**src/rtl/conv3x3_window_if.sv**
```systemverilog
// Column-sample and result bundle for conv3x3_window.
// Valid-only streaming: a column is consumed on every rising edge with in_valid=1 (no ready/backpressure);
// out_valid marks a result for exactly one cycle and the consumer must take it then.
`timescale 1ns/1ps
interface conv3x3_window_if #(
  parameter int DATA_WIDTH = 14,
  parameter int COEF_WIDTH = 8,
  parameter int OUT_WIDTH  = 14
);
  logic                    in_valid;
  logic                    in_sof;
  logic [DATA_WIDTH-1:0]   row0_in;
  logic [DATA_WIDTH-1:0]   row1_in;
  logic [DATA_WIDTH-1:0]   row2_in;
  logic [9*COEF_WIDTH-1:0] coef_flat;
  logic                    out_valid;
  logic [OUT_WIDTH-1:0]    out_data;
  logic                    out_eol;
  logic                    frame_done;

  modport master (
    output in_valid, in_sof, row0_in, row1_in, row2_in, coef_flat,
    input  out_valid, out_data, out_eol, frame_done
  );

  modport slave (
    input  in_valid, in_sof, row0_in, row1_in, row2_in, coef_flat,
    output out_valid, out_data, out_eol, frame_done
  );
endinterface

```
**src/rtl/conv3x3_window.sv**
```systemverilog
// 3x3 sliding-window convolution over a three-row column stream, emitting one clamped result per full window.
// Optional macro CONV_ABS_EN: negative sums are output as |sum| instead of clamping to 0.
`timescale 1ns/1ps
module conv3x3_window #(
  parameter int DATA_WIDTH = 14,
  parameter int COEF_WIDTH = 8,
  parameter int OUT_WIDTH  = 14,
  parameter int IMG_WIDTH  = 100,
  parameter int IMG_HEIGHT = 100
) (
  input logic              Clk,
  input logic              Rst_n,
  conv3x3_window_if.slave  bus
);

  localparam int CW = $clog2(IMG_WIDTH);
  localparam int RW = $clog2(IMG_HEIGHT);
  localparam int PW = DATA_WIDTH + 1 + COEF_WIDTH;
  localparam int SW = PW + 4;

  localparam logic [CW-1:0]        COL_LAST  = CW'(IMG_WIDTH - 1);
  localparam logic [RW-1:0]        ROW_LAST  = RW'(IMG_HEIGHT - 1);
  localparam logic signed [SW-1:0] OUT_MAX   = SW'((2 ** OUT_WIDTH) - 1);
  localparam logic [OUT_WIDTH-1:0] OUT_MAX_U = {OUT_WIDTH{1'b1}};

  logic [CW-1:0] col_q, col_d, cur_col;
  logic [RW-1:0] row_q, row_d, cur_row;

  // Window and kernel are indexed 3*r+c, r/c=0 being the oldest row/column.
  logic [DATA_WIDTH-1:0]        win_q[9], win_d[9];
  logic signed [COEF_WIDTH-1:0] kern_q[9], kern_d[9];
  logic signed [PW-1:0]         prod_q[9], prod_d[9];
  logic signed [SW-1:0]         sum_q, sum_d, mag;

  logic v1_q, v1_d, eol1_q, eol1_d;
  logic v2_q, eol2_q;
  logic v3_q, eol3_q;
  logic                 out_valid_q, out_eol_q;
  logic [OUT_WIDTH-1:0] out_data_q, out_data_d;
  logic                 frame_done_q, frame_done_d;

  // S1: position tracking, kernel latch and window shift on each accepted column
  always_comb begin
    col_d        = col_q;
    row_d        = row_q;
    win_d        = win_q;
    kern_d       = kern_q;
    v1_d         = 1'b0;
    eol1_d       = 1'b0;
    frame_done_d = 1'b0;
    cur_col      = bus.in_sof ? '0 : col_q;
    cur_row      = bus.in_sof ? '0 : row_q;
    if (bus.in_valid) begin
      if (bus.in_sof) begin
        for (int i = 0; i < 9; i++) kern_d[i] = bus.coef_flat[i*COEF_WIDTH +: COEF_WIDTH];
      end
      for (int r = 0; r < 3; r++) begin
        win_d[3*r]   = win_q[3*r+1];
        win_d[3*r+1] = win_q[3*r+2];
      end
      win_d[2] = bus.row2_in;
      win_d[5] = bus.row1_in;
      win_d[8] = bus.row0_in;
      v1_d     = (cur_col >= CW'(2)) && (cur_row >= RW'(2));
      eol1_d   = (cur_col == COL_LAST);
      if (cur_col == COL_LAST) begin
        col_d = '0;
        if (cur_row == ROW_LAST) begin
          row_d        = '0;
          frame_done_d = 1'b1;
        end else begin
          row_d = cur_row + 1'b1;
        end
      end else begin
        col_d = cur_col + 1'b1;
        row_d = cur_row;
      end
    end
  end

  // S2: pixels are zero-extended so they multiply as non-negative signed values
  always_comb begin
    for (int i = 0; i < 9; i++) begin
      prod_d[i] = PW'($signed({1'b0, win_q[i]})) * PW'(kern_q[i]);
    end
  end

  // S3: adder tree
  always_comb begin
    sum_d = '0;
    for (int i = 0; i < 9; i++) sum_d = sum_d + SW'(prod_q[i]);
  end

  // S4: rectify then saturate to the output range
  always_comb begin
    mag = sum_q;
    if (sum_q[SW-1]) begin
`ifdef CONV_ABS_EN
      mag = -sum_q;
`else
      mag = '0;
`endif
    end
    out_data_d = (mag > OUT_MAX) ? OUT_MAX_U : mag[OUT_WIDTH-1:0];
  end

  always_ff @(posedge Clk or negedge Rst_n) begin
    if (!Rst_n) begin
      col_q        <= '0;
      row_q        <= '0;
      for (int i = 0; i < 9; i++) begin
        win_q[i]  <= '0;
        kern_q[i] <= '0;
        prod_q[i] <= '0;
      end
      sum_q        <= '0;
      v1_q         <= 1'b0;
      eol1_q       <= 1'b0;
      v2_q         <= 1'b0;
      eol2_q       <= 1'b0;
      v3_q         <= 1'b0;
      eol3_q       <= 1'b0;
      out_valid_q  <= 1'b0;
      out_eol_q    <= 1'b0;
      out_data_q   <= '0;
      frame_done_q <= 1'b0;
    end else begin
      col_q        <= col_d;
      row_q        <= row_d;
      win_q        <= win_d;
      kern_q       <= kern_d;
      prod_q       <= prod_d;
      sum_q        <= sum_d;
      v1_q         <= v1_d;
      eol1_q       <= eol1_d;
      v2_q         <= v1_q;
      eol2_q       <= eol1_q;
      v3_q         <= v2_q;
      eol3_q       <= eol2_q;
      out_valid_q  <= v3_q;
      out_eol_q    <= v3_q & eol3_q;
      out_data_q   <= v3_q ? out_data_d : '0;
      frame_done_q <= frame_done_d;
    end
  end

  assign bus.out_valid  = out_valid_q;
  assign bus.out_data   = out_data_q;
  assign bus.out_eol    = out_eol_q;
  assign bus.frame_done = frame_done_q;

endmodule

```
**src/flat_wrapper.sv**
```systemverilog
// flat-port wrapper written by rule: the top's interface ports become plain ports
module conv3x3_window_flat 
#(
  parameter int DATA_WIDTH = 14,
  parameter int COEF_WIDTH = 8,
  parameter int OUT_WIDTH  = 14,
  parameter int IMG_WIDTH  = 100,
  parameter int IMG_HEIGHT = 100
)
  (Clk, Rst_n, bus_in_valid, bus_in_sof, bus_row0_in, bus_row1_in, bus_row2_in, bus_coef_flat, bus_out_valid, bus_out_data, bus_out_eol, bus_frame_done);
  conv3x3_window_if #(.DATA_WIDTH(DATA_WIDTH), .COEF_WIDTH(COEF_WIDTH), .OUT_WIDTH(OUT_WIDTH)) bus_i ();
  input logic Clk;
  input logic Rst_n;
  input wire logic [$bits(bus_i.in_valid)-1:0] bus_in_valid;
  input wire logic [$bits(bus_i.in_sof)-1:0] bus_in_sof;
  input wire logic [$bits(bus_i.row0_in)-1:0] bus_row0_in;
  input wire logic [$bits(bus_i.row1_in)-1:0] bus_row1_in;
  input wire logic [$bits(bus_i.row2_in)-1:0] bus_row2_in;
  input wire logic [$bits(bus_i.coef_flat)-1:0] bus_coef_flat;
  output wire logic [$bits(bus_i.out_valid)-1:0] bus_out_valid;
  output wire logic [$bits(bus_i.out_data)-1:0] bus_out_data;
  output wire logic [$bits(bus_i.out_eol)-1:0] bus_out_eol;
  output wire logic [$bits(bus_i.frame_done)-1:0] bus_frame_done;
  assign bus_i.in_valid = bus_in_valid;
  assign bus_i.in_sof = bus_in_sof;
  assign bus_i.row0_in = bus_row0_in;
  assign bus_i.row1_in = bus_row1_in;
  assign bus_i.row2_in = bus_row2_in;
  assign bus_i.coef_flat = bus_coef_flat;
  assign bus_out_valid = bus_i.out_valid;
  assign bus_out_data = bus_i.out_data;
  assign bus_out_eol = bus_i.out_eol;
  assign bus_frame_done = bus_i.frame_done;
  conv3x3_window #(.DATA_WIDTH(DATA_WIDTH), .COEF_WIDTH(COEF_WIDTH), .OUT_WIDTH(OUT_WIDTH), .IMG_WIDTH(IMG_WIDTH), .IMG_HEIGHT(IMG_HEIGHT)) u_core (.Clk(Clk), .Rst_n(Rst_n), .bus(bus_i));
endmodule
```
**config.mk**
```make
export PLATFORM = sky130hd
export DESIGN_NAME = conv3x3_window_flat
export DESIGN_NICKNAME = d
export VERILOG_FILES = /design/src/rtl/conv3x3_window_if.sv /design/src/rtl/conv3x3_window.sv /design/src/flat_wrapper.sv
export SDC_FILE = /design/constraint.sdc
export NUM_CORES = 2
export LEC_CHECK = 0
export CAP_MARGIN = 20
export CORE_MARGIN = 1.5
export CORE_UTILIZATION = 50
export CTS_CLUSTER_SIZE = 16
export DETAILED_ROUTE_END_ITERATION = 10
export DONT_BUFFER_PORTS = 1
export PLACE_DENSITY = 0.65
export SLEW_MARGIN = 10
export SYNTH_ARGS = -nofsm -noshare
export SYNTH_HDL_FRONTEND = slang
export SYNTH_SLANG_ARGS = --single-unit
```
**constraint.sdc**
```tcl
create_clock -name Clk -period 8.8 [get_ports Clk]
set_clock_uncertainty 0.1 [all_clocks]
set_input_delay 1.76 -clock Clk [delete_from_list [all_inputs] [get_ports Clk]]
set_output_delay 1.76 -clock Clk [all_outputs]
set_load 0.02 [all_outputs]
```
* Word level (Yosys, flattened, before mapping)
Cells that the tools add are included.
** Word-level totals
- Register bits :: 469
- Input bits :: 118
- Output and inout port bits :: 17
** Cells by class
- Add/sub/neg operators :: 10
- $lt $le $gt $ge :: 3
- Multipliers :: 9
- Reductions and logical operators :: 2
- Equal/unequal tests :: 2
- Bitwise logic cells :: 1
- Multiplexer cells :: 13
** Operator list (count)
- 15-bit by 8-bit multiplier with 23-bit output :: 9
- 27-bit by 23-bit adder with 27-bit output :: 6
- 7-bit 2-to-1 mux :: 5
- 14-bit 2-to-1 mux :: 2
- 26-bit by 14-bit greater-than comparator with 1-bit output (second input constant) :: 1
- 26-bit 2-to-1 mux :: 1
- 24-bit by 23-bit adder with 25-bit output :: 1
- 23-bit by 23-bit adder with 24-bit output :: 1
- 7-bit by 1-bit adder with 7-bit output (second input constant) :: 2
- 7-bit equality test (second input constant) :: 2
- 7-bit by 2-bit >= comparator with 1-bit output (second input constant) :: 2
- 1-bit 2-to-1 mux :: 5
- 2-bit AND reduction :: 1
- 1-bit bitwise AND :: 1
- 1-bit logical AND :: 1

* Depth between registers and ports, before layout
- Depth after elaboration :: 8
- Depth in mapped cells :: 27

* Worst setup path after synthesis
OpenSTA, ideal clock, no wires.
- Path type :: flip-flop to flip-flop
- Start :: register u_core.prod_q[139] in the netlist's numbering
- End :: register u_core.sum_q[26]
- Stages on the path, launching flop included :: 28
- Clock period less this slack :: 6624 ps
- Library setup time :: 122 ps
- Setup slack :: 2176 ps
- Arrival :: 6402 ps
- Cells stage by stage :: dfrtp_1 -> fa_1 -> ha_1 -> inv_1 -> fa_1 -> nor2b_1 -> o31a_1 -> o41a_1 -> a21oi_4 -> o311ai_4 -> a2111oi_4 -> nor2_1 -> xnor2_1 -> fa_1 -> inv_1 -> fa_1 -> fa_1 -> fa_1 -> inv_1 -> ha_1 -> a21o_1 -> a21o_1 -> a21oi_1 -> nor2_1 -> a211oi_1 -> o31a_2 -> mux2i_1 -> a2111oi_1
** Between the ends
- Cells in the longest elaborated chain, start to end :: 7
** Ends and longest elaborated chain
- from (decl) :: line conv3x3_window.sv:32 : logic signed [PW-1:0] prod_q[9], prod_d[9];
- from (signal assigned) :: line conv3x3_window.sv:132 : prod_q <= prod_d;
- 24-bit by 23-bit adder with 25-bit output :: line conv3x3_window.sv:91 : for (int i = 0; i < 9; i++) sum_d = sum_d + SW'(prod_q[i]);
- 27-bit by 23-bit adder with 27-bit output (6 in series) :: line conv3x3_window.sv:91
- via u_core.sum_d[26] :: line conv3x3_window.sv:33 : logic signed [SW-1:0] sum_q, sum_d, mag;
- to (signal assigned) :: line conv3x3_window.sv:133 : sum_q <= sum_d;
- to (decl) :: line conv3x3_window.sv:33
The timed path passes the listed nets, and every way through them passes these cells.
A chain may end at the register's enable or synchronous reset.

* Worst setup path after layout
Same ends and word-level chain as after synthesis.

==> summary.txt <==
Status -> finished, violations left
Failing checks -> max-slew violations
CTS root buf -> clkbuf_16
Peak Freq -> 0.140 GHz
GP Congestion -> 0.888
# rows -> 120
First-pass GRT wire length -> 206 mm
Max-slew violation count -> 186
Worst setup EP type -> flip-flop
I/O pins -> 135
Max_slew headroom -> -0.100
Post-route setup TNS -> 0 ns
H-Tree Depth -> 2
Initial Util -> 0.505
Tcrit/Tclk final -> 0.811
Slew @ Worst Pin -> 1.65 ns
Initial antenna violation count -> 4
TritonCTS Buffers -> 57
Clock sinks -> 469
CP arrival -> 7.56 ns
Synthesis Warnings -> 0
Post-CTS Setup Bufs -> 0
Drt drc -> 0
Synthesized area -> 0.0540 sq mm
Share of cells above drive strength 1 -> 0.0613
EDFF count, synth -> 0
Worst hold slack -> 0.243 ns
Yosys top cell by area -> fa_1
Die Span Y -> 332 um
TritonRoute pass-1 iters -> 6
FFs w/ async S/R, synth -> 1.00
Core area -> 0.107 sq mm
Setup ws final -> 1.66 ns
Post-CTS resize count -> 0
Clock slew at reported path FFs -> 0.06 ns
Final hold violation count -> 0
Fin crit period -> 7.14 ns
Setup violators final -> 0
Synth Flop Type -> dfrtp_1
Max-cap violations -> 0
Synth top area share -> 0.298
Fin nets -> 6732
Largest net degree at the start of global routing -> 470
Hold Crit Class -> reg -> reg
GR Overflow Total -> 0
Post-synthesis register bit count -> 469
DR vias/cell -> 5.27
Syn_area_per_cell -> 10.1 sq um
Synth-to-Final Area Change -> 5.83%
Synth Instances -> 5367
Routed wire length -> 123 mm
Worst-skew pair later-pin latency -> 0.66 ns
Startpoint Class -> flip-flop
Quantity of I/O buffers inserted on ports -> 0
Crit path kind -> reg -> reg
CTS tree -> built
DIE AREA -> 0.110 sq mm
CP max FO -> 5
Total GRT Usage -> 0.236
Syn Nets -> 6839
Drt initial violations -> 1878
Number of distinct library cells after synthesis -> 75
Req. time, crit path -> 9.22 ns
DR vias -> 35386
Hold Buf Count CTS -> 0
Vias in the first global route -> 37809
Area contributors post-synth -> fa_1 (30%), dfrtp_1 (22%), ha_1 (13%), inv_1 (7.5%), and2_1 (6.9%)
Clk buf depth -> 3
Dpl ws -> 1.77 ns
HPWL Detailed -> 97.2 mm
Register area share after synthesis -> 0.217
DR WL/cell -> 18.4 um
Die Wd -> 332 um
RSZ-0062 raised after global routing -> no
ANT nets after route -> 0
layout by cell type (no fill, tap or decap), types with 44 or more instances in the layout:
master and count:
fa_1 804, mux2_2 201, xor2_1 50, inv_1 1074, clkbuf_16 58, nor3_1 48, a21o_1 59, a21oi_1 132
ha_1 550, nand3_1 44, xnor2_1 139, nand2_1 379, nand2b_1 121, dfrtp_1 469, nor2_1 145, and2_1 596
o21ai_0 56
per-layer routing:
metal / track usage / routed length [um]
met1: 0.328 / 55800
met2: 0.394 / 59200
met3: 0.0229 / 4840
met4: 0.0664 / 3270
met5: 0 / 31
final timing paths:
check	from	end	slack (ns)	depth (start not counted)
hold / removal	u_core.eol2_q	u_core.eol3_q	0.24	0
hold reg to reg	u_core.eol2_q	u_core.eol3_q	0.24	0
setup / recovery	u_core.prod_q[139]	u_core.sum_q[26]	1.66	27
setup reg to reg	u_core.prod_q[139]	u_core.sum_q[26]	1.66	27
max in group asynchronous	Rst_n	u_core.win_q[92]	6.56	0
min in group asynchronous	Rst_n	u_core.col_q[4]	0.73	0
stage by stage:
step,util,cell area (sq um),instances
final,0.534,57200,6710
after global routing,0.534,57200,6708
after CTS,0.534,57200,6708
after detailed placement,0.516,55200,6604
after global placement,0.516,55200,6604
after floorplan,-,54000,5367
flip-flops by register name, summed over array words and instances, names as in the netlist, 7 cells and up:
name,count
u_core.prod_q,207
u_core.row_q,7
u_core.bus.out_data,14
u_core.col_q,7
u_core.win_q,126
u_core.kern_q,72
u_core.sum_q,27
logic make-up (layout without fill, tap and decap cells):
| group | after synthesis | count (layout) | synth area share |
|---|---|---|---|
| compound gates | 466 | 466 | 0.0571 |
| xor+xnor | 189 | 189 | 0.0306 |
| fa+ha+maj | 1354 | 1354 | 0.425 |
| buf+inv | 1242 | 1180 | 0.0863 |
| flops | 469 | 469 | 0.217 |
| mux | 206 | 206 | 0.0428 |
| other cells | 0 | 2 | 0 |
| simple gates | 1441 | 1441 | 0.141 |
cell usage after synthesis (all sizes together) (8+ instances only):
| library cell | n |
|---|---|
| a211oi | 18 |
| a21o | 59 |
| a21oi | 133 |
| a31oi | 15 |
| and2 | 596 |
| and3 | 27 |
| buf | 8 |
| clkbuf | 160 |
| dfrtp | 469 |
| fa | 804 |
| ha | 550 |
| inv | 1074 |
| mux2 | 201 |
| nand2 | 380 |
| nand2b | 121 |
| nand3 | 44 |
| nand4 | 10 |
| nor2 | 145 |
| nor2b | 28 |
| nor3 | 48 |
| o211ai | 13 |
| o21a | 37 |
| o21ai | 92 |
| o21bai | 19 |
| or2 | 10 |
| or3 | 11 |
| xnor2 | 139 |
| xor2 | 50 |
cell type report:
cell class	count	area [sq um]
Fill cell	9494	49900
Multi-Input combinational cell	3656	37700
Sequential cell	469	11700
Inverter	1074	4030
Tap cell	1403	1760
Clock buffer	73	1610
Clock inverter	31	389
Timing Repair Buffer	2	15.0
Antenna cell	2	5.00
critical path: stages (launching register included):
cell       delay, ns
dfrtp_1         0.38
fa_1            0.47
ha_1            0.23
inv_1           0.09
fa_1            0.21
nor2b_1         0.07
o31a_1          0.28
o41a_1          0.38
a21oi_4         0.21
o311ai_4        0.14
a2111oi_4       0.39
nor2_1          0.10
xnor2_1         0.14
fa_1            0.48
inv_1           0.05
fa_1            0.49
fa_1            0.43
fa_1            0.50
inv_1           0.04
ha_1            0.34
a21o_1          0.18
a21o_1          0.17
a21oi_1         0.18
nor2_1          0.07
a211oi_1        0.18
o31a_2          0.21
mux2i_1         0.09
a2111oi_1       0.41
Power is not shown: default switching activity piles up to over one toggle a cycle in this logic, so the estimate is an artifact.
